<file path="config.mk">
export PLATFORM = sky130hd
export DESIGN_NAME = interp_bracket_finder_flat
export DESIGN_NICKNAME = d
export VERILOG_FILES = /design/src/rtl/interp_bracket_finder_pkg.sv /design/src/rtl/interp_bracket_finder_if.sv /design/src/rtl/interp_bracket_finder_sample_table.sv /design/src/rtl/interp_bracket_finder.sv /design/src/flat_wrapper.sv
export SDC_FILE = /design/constraint.sdc
export NUM_CORES = 1
export LEC_CHECK = 0
export ABC_AREA = 1
export ABC_CLOCK_PERIOD_IN_PS = 14800
export CORE_MARGIN = 2
export CORE_UTILIZATION = 30
export CTS_BUF_LIST = sky130_fd_sc_hd__clkbuf_8
export DETAILED_ROUTE_END_ITERATION = 16
export GPL_TIMING_DRIVEN = 0
export PLACE_DENSITY_LB_ADDON = 0.2
export SYNTH_ARGS = -nofsm -noshare
export SYNTH_HDL_FRONTEND = slang
export SYNTH_SLANG_ARGS = --single-unit
</file>
<file path="constraint.sdc">
create_clock -name clk -period 14.8 [get_ports clk]
set_clock_uncertainty 0.05 [all_clocks]
set_input_delay 2.96 -clock clk [delete_from_list [all_inputs] [get_ports clk]]
set_output_delay 2.96 -clock clk [all_outputs]
set_load 0.01 [all_outputs]
</file>
<file path="src/rtl/interp_bracket_finder_pkg.sv">
// Shared definitions for the interpolator bracket finder: default sizes and FSM state encoding.
package interp_bracket_finder_pkg;

    localparam int IBF_WIDTH = 16;
    localparam int IBF_DEPTH = 8;

    typedef enum logic [1:0] {
        ST_IDLE = 2'd0,
        ST_SCAN = 2'd1,
        ST_DONE = 2'd2
    } state_e;

endpackage

</file>
<file path="src/rtl/interp_bracket_finder_if.sv">
// Table-load, search-request and bracket-result signals between a controller and the bracket finder.
interface interp_bracket_finder_if
    import interp_bracket_finder_pkg::*;
#(
    parameter int WIDTH = IBF_WIDTH,
    parameter int DEPTH = IBF_DEPTH
);
    localparam int CW = $clog2(DEPTH) + 1;

    logic             clear;
    logic             wr_en;
    logic [WIDTH-1:0] wr_t;
    logic [WIDTH-1:0] wr_u;
    logic             wr_err;
    logic             start;
    logic [WIDTH-1:0] tk;
    logic             busy;
    logic [WIDTH-1:0] tn;
    logic [WIDTH-1:0] un;
    logic [WIDTH-1:0] tz;
    logic [WIDTH-1:0] uz;
    logic             done;
    logic             error;
    logic [CW-1:0]    count;

    modport slave (
        input  clear, wr_en, wr_t, wr_u, start, tk,
        output wr_err, busy, tn, un, tz, uz, done, error, count
    );

    modport master (
        output clear, wr_en, wr_t, wr_u, start, tk,
        input  wr_err, busy, tn, un, tz, uz, done, error, count
    );

endinterface

</file>
<file path="src/rtl/interp_bracket_finder_sample_table.sv">
// Sample storage: DEPTH (t, u) register pairs, one write port, two combinational read ports.
module sample_table
    import interp_bracket_finder_pkg::*;
#(
    parameter int WIDTH = IBF_WIDTH,
    parameter int DEPTH = IBF_DEPTH,
    parameter int AW    = $clog2(DEPTH)
) (
    input  logic             clk,
    input  logic             we,
    input  logic [AW-1:0]    waddr,
    input  logic [WIDTH-1:0] wt,
    input  logic [WIDTH-1:0] wu,
    input  logic [AW-1:0]    raddr_a,
    input  logic [AW-1:0]    raddr_b,
    output logic [WIDTH-1:0] ta,
    output logic [WIDTH-1:0] ua,
    output logic [WIDTH-1:0] tb,
    output logic [WIDTH-1:0] ub
);

    logic [WIDTH-1:0] t_arr [DEPTH];
    logic [WIDTH-1:0] u_arr [DEPTH];

    genvar gi;
    generate
        for (gi = 0; gi < DEPTH; gi++) begin : g_entry
            logic [WIDTH-1:0] t_q;
            logic [WIDTH-1:0] u_q;

            // Contents are don't-care until written; the controller never reads past count.
            always_ff @(posedge clk) begin
                if (we && (waddr == AW'(gi))) begin
                    t_q <= wt;
                    u_q <= wu;
                end
            end

            assign t_arr[gi] = t_q;
            assign u_arr[gi] = u_q;
        end
    endgenerate

    assign ta = t_arr[raddr_a];
    assign ua = u_arr[raddr_a];
    assign tb = t_arr[raddr_b];
    assign ub = u_arr[raddr_b];

endmodule

</file>
<file path="src/rtl/interp_bracket_finder.sv">
// Finds the stored sample pair (t[i], t[i+1]) bracketing a query time, one pair per cycle,
// and hands the pair to the downstream interpolator with a done pulse.
module interp_bracket_finder
    import interp_bracket_finder_pkg::*;
#(
    parameter int WIDTH = IBF_WIDTH,
    parameter int DEPTH = IBF_DEPTH
) (
    input  logic                     clk,
    input  logic                     rst_n,
    interp_bracket_finder_if.slave   bus
);

    localparam int AW = $clog2(DEPTH);
    localparam int CW = AW + 1;

    state_e           state_q, state_d;
    logic [AW-1:0]    idx_q, idx_d;
    logic [CW-1:0]    count_q, count_d;
    logic [WIDTH-1:0] tk_q, tk_d;
    logic             err_q, err_d;
    logic             wr_err_q, wr_err_d;
    logic [WIDTH-1:0] tn_q, tn_d, un_q, un_d, tz_q, tz_d, uz_q, uz_d;

    logic             tbl_we;
    logic [AW-1:0]    last_addr;
    logic [AW-1:0]    rd_addr_a, rd_addr_b;
    logic [WIDTH-1:0] rd_ta, rd_ua, rd_tb, rd_ub;
    logic [WIDTH-1:0] key;
    logic             lo_ok, hi_ok;
    logic             busy;
    logic             append_ok;

    sample_table #(
        .WIDTH (WIDTH),
        .DEPTH (DEPTH),
        .AW    (AW)
    ) u_table (
        .clk     (clk),
        .we      (tbl_we),
        .waddr   (count_q[AW-1:0]),
        .wt      (bus.wr_t),
        .wu      (bus.wr_u),
        .raddr_a (rd_addr_a),
        .raddr_b (rd_addr_b),
        .ta      (rd_ta),
        .ua      (rd_ua),
        .tb      (rd_tb),
        .ub      (rd_ub)
    );

    // In IDLE the read ports show t[0] and t[count-1] (range check and append order check);
    // in SCAN they walk the current pair.
    assign last_addr = AW'(count_q - CW'(1));
    assign rd_addr_a = (state_q == ST_SCAN) ? idx_q : '0;
    assign rd_addr_b = (state_q == ST_SCAN) ? idx_q + AW'(1) : last_addr;

    assign key   = (state_q == ST_IDLE) ? bus.tk : tk_q;
    assign lo_ok = $signed(key) >= $signed(rd_ta);
    assign hi_ok = $signed(key) <= $signed(rd_tb);

    assign busy      = (state_q != ST_IDLE);
    assign append_ok = !busy && (count_q < CW'(DEPTH)) &&
                       ((count_q == '0) || ($signed(bus.wr_t) > $signed(rd_tb)));

    always_comb begin
        state_d  = state_q;
        idx_d    = idx_q;
        count_d  = count_q;
        tk_d     = tk_q;
        err_d    = err_q;
        wr_err_d = 1'b0;
        tn_d     = tn_q;
        un_d     = un_q;
        tz_d     = tz_q;
        uz_d     = uz_q;
        tbl_we   = 1'b0;

        case (state_q)
            ST_IDLE: begin
                if (bus.start) begin
                    tk_d  = bus.tk;
                    idx_d = '0;
                    if ((count_q >= CW'(2)) && lo_ok && hi_ok) begin
                        state_d = ST_SCAN;
                        err_d   = 1'b0;
                    end else begin
                        state_d = ST_DONE;
                        err_d   = 1'b1;
                    end
                end
            end
            ST_SCAN: begin
                // The range check at start guarantees a hit before idx runs past count-2.
                if (lo_ok && hi_ok) begin
                    tn_d    = rd_ta;
                    un_d    = rd_ua;
                    tz_d    = rd_tb;
                    uz_d    = rd_ub;
                    err_d   = 1'b0;
                    state_d = ST_DONE;
                end else begin
                    idx_d = idx_q + AW'(1);
                end
            end
            ST_DONE: begin
                state_d = ST_IDLE;
            end
            default: begin
                state_d = ST_IDLE;
            end
        endcase

        if (bus.wr_en) begin
            if (append_ok) begin
                tbl_we  = 1'b1;
                count_d = count_q + CW'(1);
            end else begin
                wr_err_d = 1'b1;
            end
        end

        // Flush wins over everything; a pair latched this cycle is discarded too.
        if (bus.clear) begin
            state_d  = ST_IDLE;
            count_d  = '0;
            tbl_we   = 1'b0;
            wr_err_d = 1'b0;
            err_d    = 1'b0;
            tn_d     = tn_q;
            un_d     = un_q;
            tz_d     = tz_q;
            uz_d     = uz_q;
        end
    end

    always_ff @(posedge clk or negedge rst_n) begin
        if (!rst_n) begin
            state_q  <= ST_IDLE;
            idx_q    <= '0;
            count_q  <= '0;
            tk_q     <= '0;
            err_q    <= 1'b0;
            wr_err_q <= 1'b0;
            tn_q     <= '0;
            un_q     <= '0;
            tz_q     <= '0;
            uz_q     <= '0;
        end else begin
            state_q  <= state_d;
            idx_q    <= idx_d;
            count_q  <= count_d;
            tk_q     <= tk_d;
            err_q    <= err_d;
            wr_err_q <= wr_err_d;
            tn_q     <= tn_d;
            un_q     <= un_d;
            tz_q     <= tz_d;
            uz_q     <= uz_d;
        end
    end

    assign bus.busy   = busy;
    assign bus.done   = (state_q == ST_DONE) && !bus.clear;
    assign bus.error  = bus.done && err_q;
    assign bus.wr_err = wr_err_q;
    assign bus.count  = count_q;
    assign bus.tn     = tn_q;
    assign bus.un     = un_q;
    assign bus.tz     = tz_q;
    assign bus.uz     = uz_q;

endmodule

</file>
<file path="src/flat_wrapper.sv">
// flat-port wrapper written by rule: the top's interface ports become plain ports
module interp_bracket_finder_flat import interp_bracket_finder_pkg::*;
#(
    parameter int WIDTH = IBF_WIDTH,
    parameter int DEPTH = IBF_DEPTH
)
  (clk, rst_n, bus_clear, bus_wr_en, bus_wr_t, bus_wr_u, bus_start, bus_tk, bus_wr_err, bus_busy, bus_tn, bus_un, bus_tz, bus_uz, bus_done, bus_error, bus_count);
  interp_bracket_finder_if #(.WIDTH(WIDTH), .DEPTH(DEPTH)) bus_i ();
  input  logic clk;
  input  logic rst_n;
  input wire logic [$bits(bus_i.clear)-1:0] bus_clear;
  input wire logic [$bits(bus_i.wr_en)-1:0] bus_wr_en;
  input wire logic [$bits(bus_i.wr_t)-1:0] bus_wr_t;
  input wire logic [$bits(bus_i.wr_u)-1:0] bus_wr_u;
  input wire logic [$bits(bus_i.start)-1:0] bus_start;
  input wire logic [$bits(bus_i.tk)-1:0] bus_tk;
  output wire logic [$bits(bus_i.wr_err)-1:0] bus_wr_err;
  output wire logic [$bits(bus_i.busy)-1:0] bus_busy;
  output wire logic [$bits(bus_i.tn)-1:0] bus_tn;
  output wire logic [$bits(bus_i.un)-1:0] bus_un;
  output wire logic [$bits(bus_i.tz)-1:0] bus_tz;
  output wire logic [$bits(bus_i.uz)-1:0] bus_uz;
  output wire logic [$bits(bus_i.done)-1:0] bus_done;
  output wire logic [$bits(bus_i.error)-1:0] bus_error;
  output wire logic [$bits(bus_i.count)-1:0] bus_count;
  assign bus_i.clear = bus_clear;
  assign bus_i.wr_en = bus_wr_en;
  assign bus_i.wr_t = bus_wr_t;
  assign bus_i.wr_u = bus_wr_u;
  assign bus_i.start = bus_start;
  assign bus_i.tk = bus_tk;
  assign bus_wr_err = bus_i.wr_err;
  assign bus_busy = bus_i.busy;
  assign bus_tn = bus_i.tn;
  assign bus_un = bus_i.un;
  assign bus_tz = bus_i.tz;
  assign bus_uz = bus_i.uz;
  assign bus_done = bus_i.done;
  assign bus_error = bus_i.error;
  assign bus_count = bus_i.count;
  interp_bracket_finder #(.WIDTH(WIDTH), .DEPTH(DEPTH)) u_core (.clk(clk), .rst_n(rst_n), .bus(bus_i));
endmodule
</file>
==> flow_summary.yaml <==
routing:
  wl_met2_um: 28000
  topRoutingLayerUsed: "met5"
  vias_per_cell: 5.32
  ant_nets: 0
  wl_met3_um: 5670
  wl_per_cell_um: 23.0
  dr.first_iter.drc_count: 1431
  first_pass_iters: 8
  drt-met1-wl_um: 27300
  drcViolationCount: 0
  wl_um: 63500
  vias: 14700
final_layout:
  syn2layout_area_growth_pct: 21.6
  layout_commonest_cell: "nand2_1"
  fillCellCount: 5668
  drive_gt1_share_pct: 9.24
  fin_nets: 2062
  mostFrequentLayoutCells: "nand2_1, edfxtp_1, inv_1, o21ai_0, clkdlybuf4s50_1"
clock_tree:
  cts-buffers-inserted: 60
  cts_tree: "built"
  cts-root-buf: "clkbuf_8"
  holdBufCountCts: 0
  clock_path_buffers: 3
  post_cts_buffers: 0
  path_clk_slew_ns: 0.05
  insertion_delay_ns: 0.69
  cts_resized: 0
  htreeDepth: 2
  clkSinkCount: 347
pwr:
  p_leak_nw: 8.43
  powerDensity_nw_per_um2: 153
  vdd_drop_max_mv: 0.0668
sta:
  finalCriticalPeriod_ns: 7.64
  fin_ws_ns: 7.16
  final-setup-viol-count: 0
  fmax_mhz: 131
  period_share_pct: 51.6
  relSlewSlack_pct: 37.3
  hold_viol_final: 0
  rsz0062_at_grt: "false"
  holdWs_ns: 0.431
  final_max_slew_viol_count: 0
  tightest_slew_ns: 0.935
  tns_ns: 0
die:
  dieHeight_um: 243
  core_um2: 56400
  num_rows: 87
  num_io_pins: 125
  die_w_um: 243
  start_util_pct: 30.4
  dieArea_um2: 59000
run:
  drv_cap: 0
global_routing:
  grt_antenna_before_repair: 3
  grt_pass1_vias: 14600
  grt_pass1_wl_um: 92600
  grt_overflow_total: 0
  grt_util_all_layers_pct: 21.1
  grt_max_degree: 53
critical_path:
  cpMaxStageDelayCell: "clkdlybuf4s50_1"
  critical_path_class: "primary input to output pin"
  reg2regPathDepth: 23
  crit_cells: 5
  path_max_fanout: 8
  cp_num_buf_inv: 3
  cp_slowest_stage_delay_ns: 0.56
  endpoint_kind: "output pin"
  path_cells: "clkdlybuf4s50_1 > inv_1 > nand2_1 > nor3b_1 > clkdlybuf4s50_1"
  cp.arrival_ns: 4.63
  cp-start-kind: "primary input"
  required_ns: 11.79
  cpMostUsedCell: "clkdlybuf4s50_1"
  crit_family: "buffers and inverters"
synthesis:
  syn_area_um2: 17100
  syn_avg_cell_area_um2: 9.81
  ys_types: 37
  seq_area_frac_synth_pct: 58.2
  syn_nets: 1856
  synthesis.instances: 1747
  yosys_warnings: 0
  ys_ff_latch: 347
status:
  status: "complete, no violations"
min_path:
  worstHoldPathCells: 2
  min_path_type: "flip-flop to flip-flop"
place:
  port_buffers: 124
  pre_cts_slack_ns: 7.17
  gp_congestion: 0.862
  hpwl_um: 44000
==> state kept, by name, indices dropped and copies added (netlist names) <==
register                    flops
u_core.u_table.g_entry.u_q    128
u_core.bus.uz                  16
u_core.state_q                  2
u_core.bus.un                  16
u_core.bus.count                4
u_core.idx_q                    3
u_core.err_q                    1
u_core.bus.wr_err               1
u_core.u_table.g_entry.t_q    128
u_core.bus.tn                  16
u_core.tk_q                    16
u_core.bus.tz                  16
==> report_power, final <==
group	switching [mW]	internal, mW
logic	0.748	0.389
clock network	0.418	0.450
registers	0.0499	1.13
==> path summary, 6_finish.rpt <==
path	from	slack, ns	to
setup / recovery	bus_clear	7.16	bus_error
hold reg to reg	u_core.tk_q[13]$_DFFE_PN0P_	0.43	u_core.tk_q[13]$_DFFE_PN0P_
setup reg to reg	u_core.bus.count[0]$_DFFE_PN0P_	8.86	u_core.u_table.g_entry[6].t_q[10]$_DFFE_PP_
hold / removal	u_core.tk_q[13]$_DFFE_PN0P_	0.43	u_core.tk_q[13]$_DFFE_PN0P_
min in group asynchronous	rst_n	2.22	u_core.bus.tz[3]$_DFFE_PN0P_
max in group asynchronous	rst_n	11.76	u_core.bus.un[15]$_DFFE_PN0P_
==> synthesized netlist by cell type (all sizes together) <==
master | instances | area (µm²)
a21boi | 1 | 7.51
a21o | 1 | 7.51
a21oi | 115 | 576
a221oi | 22 | 193
a31oi | 20 | 125
buf | 67 | 369
clkbuf | 45 | 169
clkinv | 2 | 7.51
dfrtp | 91 | 2280
edfxtp | 256 | 7690
ha | 56 | 701
inv | 183 | 689
nand2 | 365 | 1380
nand3 | 118 | 601
nand3b | 1 | 7.51
nand4 | 5 | 31.3
nor2 | 56 | 210
nor3 | 16 | 80.1
nor3b | 1 | 7.51
o211ai | 70 | 526
o21a | 5 | 37.5
o21ai | 203 | 1030
o21bai | 1 | 7.51
o221ai | 42 | 368
o22ai | 2 | 12.5
or2 | 1 | 6.26
xor2 | 2 | 17.5
==> per-layer routing <==
layer	up-vias	GRT usage [%]
met4	4	9.29
met3	176	4.89
met1	7090	28.2
met2	807	32.5
li1	6608	-
met5	-	0
==> worst register-to-register path, stage by stage (launching register included) <==
cell and delay [ns]:
dfrtp_1 0.47, inv_1 0.18, ha_1 0.24, xor2_1 0.13
nand2_1 0.08, nand2_2 0.28, clkbuf_1 0.64, nor2_1 0.11
a31oi_1 0.62, ha_1 0.39, nand4_1 0.13, inv_1 0.05
nand2_1 0.06, nand2_1 0.07, inv_1 0.06, nand2_1 0.05
nand2_1 0.05, nand3_1 0.19, nand2_1 0.19, nand4_1 0.11
clkbuf_1 0.37, nor3_2 0.69, buf_6 0.25, buf_6 0.18
==> cell families after synthesis <==
kind of cell | after synthesis | share of synthesized area, %
simple gates | 563 | 13.6
compound gates | 482 | 16.9
flops | 347 | 58.2
buf+inv | 297 | 7.21
fa+ha+maj | 56 | 4.09
xor+xnor | 2 | 0.102
==> final cells by class <==
| type | count | area (µm²) | share of cell area (%) |
|---|---|---|---|
| well taps | 756 | 946 | 4.54 |
| plain buffers | 112 | 538 | 2.58 |
| clock inverters | 45 | 249 | 1.20 |
| repair buffers | 144 | 1530 | 7.33 |
| inverters | 185 | 697 | 3.35 |
| multi-input cells | 1103 | 5980 | 28.7 |
| diodes | 1 | 2.50 | 0.0120 |
| flip-flops and latches | 347 | 9960 | 47.8 |
| clock buffers | 67 | 922 | 4.43 |
==> metrics by stage <==
stage	total power, mW	cells	cell area, µm²	util [%]
finish	3.19	2760	20800	36.9
global route	3.36	2760	20800	36.9
CTS	3.19	2759	20800	36.9
detailed placement	2.32	2647	19700	34.9
global placement	2.30	2627	19300	34.3
floorplan	1.84	1747	17100	-
Power figures use the tool's default switching activity.
